$ cat config.mk
export PLATFORM = sky130hd
export DESIGN_NAME = ex_mem_stage_flat
export DESIGN_NICKNAME = d
export VERILOG_FILES = /design/src/rtl/ex_mem_stage_pkg.sv /design/src/rtl/ex_mem_stage_if.sv /design/src/rtl/ex_mem_swap_seq.sv /design/src/rtl/ex_mem_stage.sv /design/src/flat_wrapper.sv
export SDC_FILE = /design/constraint.sdc
export NUM_CORES = 1
export LEC_CHECK = 0
export ABC_CLOCK_PERIOD_IN_PS = 2000
export BUFFER_PORTS_ARGS = -buffer_cell sky130_fd_sc_hd__buf_2
export CAP_MARGIN = 20
export CORE_AREA = 2 2 92 94
export DETAILED_ROUTE_END_ITERATION = 8
export DIE_AREA = 0 0 94 96
export PLACE_DENSITY = 0.76
export SYNTH_ARGS = -nofsm -noshare
export SYNTH_HDL_FRONTEND = slang
export SYNTH_SLANG_ARGS = --single-unit
$ cat constraint.sdc
create_clock -name clk -period 2 [get_ports clk]
set_input_delay 0.1 -clock clk [delete_from_list [all_inputs] [get_ports clk]]
set_output_delay 0.1 -clock clk [all_outputs]
set_load 0.05 [all_outputs]
$ cat src/rtl/ex_mem_stage_pkg.sv
// Shared types and encodings for the EX/MEM pipeline register slice.
// Optional forwarding outputs are enabled with EX_MEM_FWD_EN.
package ex_mem_stage_pkg;

    localparam int DEF_DATA_W = 16;
    localparam int DEF_REG_AW = 4;
    localparam int DEF_PC_W   = 16;

    localparam logic [2:0] ALU_ADD  = 3'b000;
    localparam logic [2:0] ALU_SUB  = 3'b001;
    localparam logic [2:0] ALU_MOVE = 3'b010;
    localparam logic [2:0] ALU_SWAP = 3'b011;
    localparam logic [2:0] ALU_AND  = 3'b100;
    localparam logic [2:0] ALU_OR   = 3'b101;

    typedef enum logic {
        ST_PASS,
        ST_SWAP2
    } state_t;

    // Only ADD/SUB can raise an overflow trap.
    function automatic logic is_arith(input logic [2:0] op);
        return (op == ALU_ADD) || (op == ALU_SUB);
    endfunction

endpackage

$ cat src/rtl/ex_mem_stage_if.sv
// EX-side inputs and MEM-side outputs of the EX/MEM register.
// Forwarding signals exist only when EX_MEM_FWD_EN is defined.
interface ex_mem_stage_if
    import ex_mem_stage_pkg::*;
#(
    parameter int DATA_W = DEF_DATA_W,
    parameter int REG_AW = DEF_REG_AW,
    parameter int PC_W   = DEF_PC_W
);
    logic                ex_valid;
    logic [PC_W-1:0]     ex_pc;
    logic [2:0]          ex_alu_op;
    logic [2*DATA_W-1:0] ex_result;
    logic                ex_overflow;
    logic [REG_AW-1:0]   ex_rd;
    logic [REG_AW-1:0]   ex_rs;
    logic                ex_reg_write;
    logic                ex_mem_read;
    logic                ex_mem_write;
    logic [DATA_W-1:0]   ex_store_data;
    logic                mem_stall;
    logic                flush;
    logic                ex_stall;
    logic                mem_valid;
    logic [DATA_W-1:0]   mem_alu_out;
    logic [REG_AW-1:0]   mem_wr_reg;
    logic                mem_reg_write;
    logic                mem_mem_read;
    logic                mem_mem_write;
    logic [DATA_W-1:0]   mem_store_data;
    logic                ovf_trap;
    logic [PC_W-1:0]     epc;
`ifdef EX_MEM_FWD_EN
    logic                fwd_valid;
    logic [REG_AW-1:0]   fwd_rd;
    logic [DATA_W-1:0]   fwd_data;
`endif

    modport master (
        output ex_valid, ex_pc, ex_alu_op, ex_result, ex_overflow,
        output ex_rd, ex_rs, ex_reg_write, ex_mem_read, ex_mem_write,
        output ex_store_data, mem_stall, flush,
        input  ex_stall, mem_valid, mem_alu_out, mem_wr_reg,
        input  mem_reg_write, mem_mem_read, mem_mem_write,
        input  mem_store_data, ovf_trap, epc
`ifdef EX_MEM_FWD_EN
        ,
        input  fwd_valid, fwd_rd, fwd_data
`endif
    );

    modport slave (
        input  ex_valid, ex_pc, ex_alu_op, ex_result, ex_overflow,
        input  ex_rd, ex_rs, ex_reg_write, ex_mem_read, ex_mem_write,
        input  ex_store_data, mem_stall, flush,
        output ex_stall, mem_valid, mem_alu_out, mem_wr_reg,
        output mem_reg_write, mem_mem_read, mem_mem_write,
        output mem_store_data, ovf_trap, epc
`ifdef EX_MEM_FWD_EN
        ,
        output fwd_valid, fwd_rd, fwd_data
`endif
    );

endinterface

$ cat src/rtl/ex_mem_swap_seq.sv
// Two-state SWAP sequencer: holds the upper result half and rs,
// and stalls EX while the second register write is pending.
module ex_mem_swap_seq
    import ex_mem_stage_pkg::*;
#(
    parameter int DATA_W = DEF_DATA_W,
    parameter int REG_AW = DEF_REG_AW
) (
    input  logic              clk,
    input  logic              rst,
    input  logic              ex_valid,
    input  logic [2:0]        ex_alu_op,
    input  logic              ex_reg_write,
    input  logic [DATA_W-1:0] ex_hi,
    input  logic [REG_AW-1:0] ex_rs,
    input  logic              mem_stall,
    input  logic              flush,
    output logic              swap2,
    output logic [DATA_W-1:0] saved_hi,
    output logic [REG_AW-1:0] saved_rs,
    output logic              ex_stall
);
    state_t state, state_n;
    logic   start;
    logic   load;

    assign start    = ex_valid && ex_reg_write && (ex_alu_op == ALU_SWAP);
    assign load     = (state == ST_PASS) && start && !flush && !mem_stall;
    assign swap2    = (state == ST_SWAP2);
    assign ex_stall = swap2 || mem_stall;

    always_ff @(posedge clk or posedge rst) begin
        if (rst) begin
            state <= ST_PASS;
        end else begin
            state <= state_n;
        end
    end

    always_ff @(posedge clk or posedge rst) begin
        if (rst) begin
            saved_hi <= '0;
            saved_rs <= '0;
        end else if (load) begin
            saved_hi <= ex_hi;
            saved_rs <= ex_rs;
        end
    end

    always_comb begin
        state_n = state;
        if (flush) begin
            state_n = ST_PASS;
        end else if (!mem_stall) begin
            unique case (state)
                ST_PASS:  if (start) state_n = ST_SWAP2;
                ST_SWAP2: state_n = ST_PASS;
            endcase
        end
    end

endmodule

$ cat src/rtl/ex_mem_stage.sv
// EX/MEM pipeline register with SWAP split and ADD/SUB overflow trap.
// Define EX_MEM_FWD_EN to add the fwd_* forwarding outputs.
module ex_mem_stage
    import ex_mem_stage_pkg::*;
#(
    parameter int DATA_W = DEF_DATA_W,
    parameter int REG_AW = DEF_REG_AW,
    parameter int PC_W   = DEF_PC_W
) (
    input logic          clk,
    input logic          rst,
    ex_mem_stage_if.slave bus
);
    logic              swap2;
    logic [DATA_W-1:0] saved_hi;
    logic [REG_AW-1:0] saved_rs;
    logic              stall_out;
    logic              trap;

    logic              valid_q;
    logic [DATA_W-1:0] alu_q;
    logic [REG_AW-1:0] wr_q;
    logic              rw_q;
    logic              mr_q;
    logic              mw_q;
    logic [DATA_W-1:0] sd_q;
    logic              trap_q;
    logic [PC_W-1:0]   epc_q;

    ex_mem_swap_seq #(
        .DATA_W(DATA_W),
        .REG_AW(REG_AW)
    ) u_seq (
        .clk          (clk),
        .rst          (rst),
        .ex_valid     (bus.ex_valid),
        .ex_alu_op    (bus.ex_alu_op),
        .ex_reg_write (bus.ex_reg_write),
        .ex_hi        (bus.ex_result[2*DATA_W-1:DATA_W]),
        .ex_rs        (bus.ex_rs),
        .mem_stall    (bus.mem_stall),
        .flush        (bus.flush),
        .swap2        (swap2),
        .saved_hi     (saved_hi),
        .saved_rs     (saved_rs),
        .ex_stall     (stall_out)
    );

    assign trap = bus.ex_valid && is_arith(bus.ex_alu_op) && bus.ex_overflow;

    always_ff @(posedge clk or posedge rst) begin
        if (rst) begin
            valid_q <= 1'b0;
            alu_q   <= '0;
            wr_q    <= '0;
            rw_q    <= 1'b0;
            mr_q    <= 1'b0;
            mw_q    <= 1'b0;
            sd_q    <= '0;
            trap_q  <= 1'b0;
            epc_q   <= '0;
        end else if (bus.flush) begin
            valid_q <= 1'b0;
            rw_q    <= 1'b0;
            mr_q    <= 1'b0;
            mw_q    <= 1'b0;
            trap_q  <= 1'b0;
        end else if (bus.mem_stall) begin
            // Trap is a single pulse even when MEM holds the instruction.
            trap_q  <= 1'b0;
        end else if (swap2) begin
            valid_q <= 1'b1;
            alu_q   <= saved_hi;
            wr_q    <= saved_rs;
            rw_q    <= 1'b1;
            mr_q    <= 1'b0;
            mw_q    <= 1'b0;
            trap_q  <= 1'b0;
        end else if (bus.ex_valid) begin
            valid_q <= 1'b1;
            alu_q   <= bus.ex_result[DATA_W-1:0];
            wr_q    <= bus.ex_rd;
            sd_q    <= bus.ex_store_data;
            rw_q    <= bus.ex_reg_write && !trap;
            mr_q    <= bus.ex_mem_read && !trap;
            mw_q    <= bus.ex_mem_write && !trap;
            trap_q  <= trap;
            if (trap) epc_q <= bus.ex_pc;
        end else begin
            valid_q <= 1'b0;
            rw_q    <= 1'b0;
            mr_q    <= 1'b0;
            mw_q    <= 1'b0;
            trap_q  <= 1'b0;
        end
    end

    assign bus.ex_stall       = stall_out;
    assign bus.mem_valid      = valid_q;
    assign bus.mem_alu_out    = alu_q;
    assign bus.mem_wr_reg     = wr_q;
    assign bus.mem_reg_write  = rw_q;
    assign bus.mem_mem_read   = mr_q;
    assign bus.mem_mem_write  = mw_q;
    assign bus.mem_store_data = sd_q;
    assign bus.ovf_trap       = trap_q;
    assign bus.epc            = epc_q;

`ifdef EX_MEM_FWD_EN
    // Load results are not available yet, so never forward them.
    assign bus.fwd_valid = valid_q && rw_q && !mr_q;
    assign bus.fwd_rd    = wr_q;
    assign bus.fwd_data  = alu_q;
`endif

endmodule
$ cat src/flat_wrapper.sv
// flat-port wrapper written by rule: the top's interface ports become plain ports
module ex_mem_stage_flat import ex_mem_stage_pkg::*;
#(
    parameter int DATA_W = DEF_DATA_W,
    parameter int REG_AW = DEF_REG_AW,
    parameter int PC_W   = DEF_PC_W
)
  (clk, rst, bus_ex_valid, bus_ex_pc, bus_ex_alu_op, bus_ex_result, bus_ex_overflow, bus_ex_rd, bus_ex_rs, bus_ex_reg_write, bus_ex_mem_read, bus_ex_mem_write, bus_ex_store_data, bus_mem_stall, bus_flush, bus_ex_stall, bus_mem_valid, bus_mem_alu_out, bus_mem_wr_reg, bus_mem_reg_write, bus_mem_mem_read, bus_mem_mem_write, bus_mem_store_data, bus_ovf_trap, bus_epc);
  ex_mem_stage_if #(.DATA_W(DATA_W), .REG_AW(REG_AW), .PC_W(PC_W)) bus_i ();
  input logic clk;
  input logic rst;
  input wire logic [$bits(bus_i.ex_valid)-1:0] bus_ex_valid;
  input wire logic [$bits(bus_i.ex_pc)-1:0] bus_ex_pc;
  input wire logic [$bits(bus_i.ex_alu_op)-1:0] bus_ex_alu_op;
  input wire logic [$bits(bus_i.ex_result)-1:0] bus_ex_result;
  input wire logic [$bits(bus_i.ex_overflow)-1:0] bus_ex_overflow;
  input wire logic [$bits(bus_i.ex_rd)-1:0] bus_ex_rd;
  input wire logic [$bits(bus_i.ex_rs)-1:0] bus_ex_rs;
  input wire logic [$bits(bus_i.ex_reg_write)-1:0] bus_ex_reg_write;
  input wire logic [$bits(bus_i.ex_mem_read)-1:0] bus_ex_mem_read;
  input wire logic [$bits(bus_i.ex_mem_write)-1:0] bus_ex_mem_write;
  input wire logic [$bits(bus_i.ex_store_data)-1:0] bus_ex_store_data;
  input wire logic [$bits(bus_i.mem_stall)-1:0] bus_mem_stall;
  input wire logic [$bits(bus_i.flush)-1:0] bus_flush;
  output wire logic [$bits(bus_i.ex_stall)-1:0] bus_ex_stall;
  output wire logic [$bits(bus_i.mem_valid)-1:0] bus_mem_valid;
  output wire logic [$bits(bus_i.mem_alu_out)-1:0] bus_mem_alu_out;
  output wire logic [$bits(bus_i.mem_wr_reg)-1:0] bus_mem_wr_reg;
  output wire logic [$bits(bus_i.mem_reg_write)-1:0] bus_mem_reg_write;
  output wire logic [$bits(bus_i.mem_mem_read)-1:0] bus_mem_mem_read;
  output wire logic [$bits(bus_i.mem_mem_write)-1:0] bus_mem_mem_write;
  output wire logic [$bits(bus_i.mem_store_data)-1:0] bus_mem_store_data;
  output wire logic [$bits(bus_i.ovf_trap)-1:0] bus_ovf_trap;
  output wire logic [$bits(bus_i.epc)-1:0] bus_epc;
  assign bus_i.ex_valid = bus_ex_valid;
  assign bus_i.ex_pc = bus_ex_pc;
  assign bus_i.ex_alu_op = bus_ex_alu_op;
  assign bus_i.ex_result = bus_ex_result;
  assign bus_i.ex_overflow = bus_ex_overflow;
  assign bus_i.ex_rd = bus_ex_rd;
  assign bus_i.ex_rs = bus_ex_rs;
  assign bus_i.ex_reg_write = bus_ex_reg_write;
  assign bus_i.ex_mem_read = bus_ex_mem_read;
  assign bus_i.ex_mem_write = bus_ex_mem_write;
  assign bus_i.ex_store_data = bus_ex_store_data;
  assign bus_i.mem_stall = bus_mem_stall;
  assign bus_i.flush = bus_flush;
  assign bus_ex_stall = bus_i.ex_stall;
  assign bus_mem_valid = bus_i.mem_valid;
  assign bus_mem_alu_out = bus_i.mem_alu_out;
  assign bus_mem_wr_reg = bus_i.mem_wr_reg;
  assign bus_mem_reg_write = bus_i.mem_reg_write;
  assign bus_mem_mem_read = bus_i.mem_mem_read;
  assign bus_mem_mem_write = bus_i.mem_mem_write;
  assign bus_mem_store_data = bus_i.mem_store_data;
  assign bus_ovf_trap = bus_i.ovf_trap;
  assign bus_epc = bus_i.epc;
  ex_mem_stage #(.DATA_W(DATA_W), .REG_AW(REG_AW), .PC_W(PC_W)) u_core (.clk(clk), .rst(rst), .bus(bus_i));
endmodule
==> metrics.md <==
| Metric | Value |
|---|---|
| Period minus WS final | `roughly 1700 ps` |
| Setup TNS | `0 ps` |
| Yosys top cell by area | `dfrtp_1` |
| Critical path capture point type | `flip-flop` |
| Clk_lat worst skew | `around 340 ps` |
| Commonest non-fill, non-tap cell in the layout | `buf_2` |
| Yosys top cell area share | `0.5819` |
| Starting density of the core | `0.4166` |
| Detailed Route WL | `7726 µm` |
| Crit path required time | `approximately 2200 ps` |
| IO Count | `around 140` |
| Critical Path AT | `approximately 2000 ps` |
| Crit share post-route | `0.8653` |
| Largest cells by area after synthesis | `dfrtp_1 58%, mux2_2 21%, mux2_4 13%` |
| Share of layout cells above drive strength 1 | `0.6307` |
| Max Slew Vio Count | `0` |
| CTS tree | `done` |
| Worst-margin pin slew | `587.3 ps` |
| Worst Hold Class | `primary input to flip-flop` |
| Initial antenna violation count | `0` |
| Final Cell Area | `about 0.005 mm²` |
| # nets final | `496` |
| Cell Count, Final, Fillers Out | `around 520` |
| DR vias | `2391` |
| DRT iter0 DRCs | `53` |
| Storage cell area | `between 0.0015 and 0.002 mm²` |
| Worst-path clk slew | `80 ps` |
| Worst Setup Path Type | `flip-flop to flip-flop` |
| # rows | `33` |
| P&R area growth vs syn | `48.60%` |
| R2R cell count | `4` |
| Post-Syn Area | `0.003354 mm²` |
| R2r endpoint | `u_core.u_seq.saved_rs[1]` |
| Skew final | `between 9 and 10 ps` |
| Hold Vio Cnt, Final | `0` |
| R2R setup slack | `270 ps` |
| Ys Warns | `0` |
| DRC | `0` |
| Chip Height | `around 96 µm` |
| Post-CTS Setup Inserts | `0` |
| Gpl congestion | `roughly 0.67` |
| Cts repair resizes | `0` |
| Placed cell area | `~0.0042 mm²` |
| Hold Slack | `between 30 and 40 ps` |
| Input/output buffers | `roughly 140` |
| Reg-to-Reg Start | `u_core.u_seq.swap2` |
| RSZ-0062 raised after global routing | `no` |
| Sequential cell area fraction in the yosys report | `0.5819` |
| Vias in the first global route | `2577` |
| Peak VDD IR | `roughly 650 µV` |
| Pwr Density | `~980 mW/mm²` |
| Hold_sp | `bus_ex_mem_read` |
| Fillcell total | `620` |
| Number of routed nets with antenna violations | `0` |
| Core region area | `a little over 0.008 mm²` |
| Critical path launch point type | `flip-flop` |
| Gr ovfl total | `0` |
| Synthesized net count | `292` |
| First-pass GRT wire length | `around 12000 µm` |
| Count of different cell masters after synthesis | `24` |
| Vias per inst | `around 4.6` |
| # H-tree levels | `3` |
| Die area | `approximately 0.009 mm²` |
| CP startpoint | `u_core.u_seq.swap2` |
| Fmax | `0.5779 GHz` |
| # diodes | `0` |
| Die W | `around 94 µm` |
| Detailed placement HPWL | `5133 µm` |
| Root Driver | `clkbuf_8` |
| Cells after Synth | `between 200 and 250` |
| Synth Area per Inst | `approximately 16 µm²` |
| Hold_buf cts | `between 50 and 60` |
| Crit-path max FO | `20` |
| Avg WL per Cell | `about 15 µm` |
| Total CTS buffers | `9` |
| Outcome | `finished, final reports clean` |
| CTS sink cnt | `78` |
| Max-slew headroom | `0.6076` |
| Endpoints failing setup | `0` |
| Total iterations of the first detailed-routing run | `4` |
| Gr usage total | `0.1760` |
| Largest net degree at the start of global routing | `33` |
| Footprint of the multi-input gates | `approximately 0.0013 mm²` |
| Max-cap violation count | `0` |
| Clock Path Buffers | `2` |
| Dpl cells | `452` |
| FF+latch count, synth | `just under 80` |
| Setup crit end | `u_core.u_seq.saved_rs[1]` |
| Most frequent cells in the layout | `141 x buf_2, 78 x dfrtp_1, 63 x mux2_2` |
| Lkg Pwr | `approximately 2.6 nW` |
-- metal layers --
layer,wire length (µm),part of all wire,up-vias,global-route usage
met5,0,0,-,0
met3,415,0.054,10,0.04072
met2,4000,0.52,78,0.3089
li1,-,-,1140,-
met1,3218,0.42,1163,0.2134
met4,92,0.012,0,0.06159
-- how the worst min path moves through the flow --
stage,endpoint,cells past startpoint
global placement,u_core.bus.mem_store_data[11],2
finish,u_core.bus.mem_mem_read,3
detailed placement,u_core.bus.mem_store_data[13],2
CTS,u_core.bus.mem_mem_read,3
global route,u_core.bus.mem_mem_read,3
floorplan,u_core.u_seq.swap2,1
-- stage by stage --
stage	setup slack, ps	util	power (W)
2_1_floorplan	252.0	-	0.003094
3_3_place_gp	306.7	0.5232	0.003453
3_5_place_dp	274.9	0.5232	0.003487
4_1_cts	263.1	0.6191	0.004927
5_1_grt	153.7	0.6191	0.005100
6_report	269.5	0.6191	0.004866
-- synth_stat cells, drive strengths merged --
master / count
mux2: 92
dfrtp: 78
buf: 8
nand2: 6
inv: 4
clkbuf: 2
nand2b: 2
nor2: 2
nor4b: 2
o21ai: 2
a21o: 1
a21oi: 1
a221oi: 1
nand3: 1
nand3b: 1
nor2b: 1
nor3: 1
nor3b: 1
or3b: 1
or4b: 1
-- critical path, cell delays in order, from the launching register on --
cell	delay [ps]
dfrtp_1	400
nor4b_2	300
or3b_1	420
buf_12	190
mux2_4	300
-- cell type report --
cell class	count	share of cell area
clock inverter	6	0.01883
multi-input combinational	116	0.2648
sequential	78	0.3916
inverter	4	0.003765
timing repair buffer	203	0.2671
clock buffer	10	0.02761
tap	105	0.02636
-- logic make-up after synthesis --
group           Yosys count  synth area share
compound gates            5          0.009325
flops                    78            0.5819
buf+inv                  14           0.02611
mux                      92            0.3413
simple gates             19           0.04140
-- where the power goes --
group | switching, W | internal, W | total, W
registers | 0.000135 | 0.00184 | 0.00197
logic | 0.00101 | 0.000547 | 0.00156
clock network | 0.000585 | 0.000746 | 0.00133
total | 0.00173 | 0.00313 | 0.00487
Note: power is estimated with default switching activity, not from simulation.
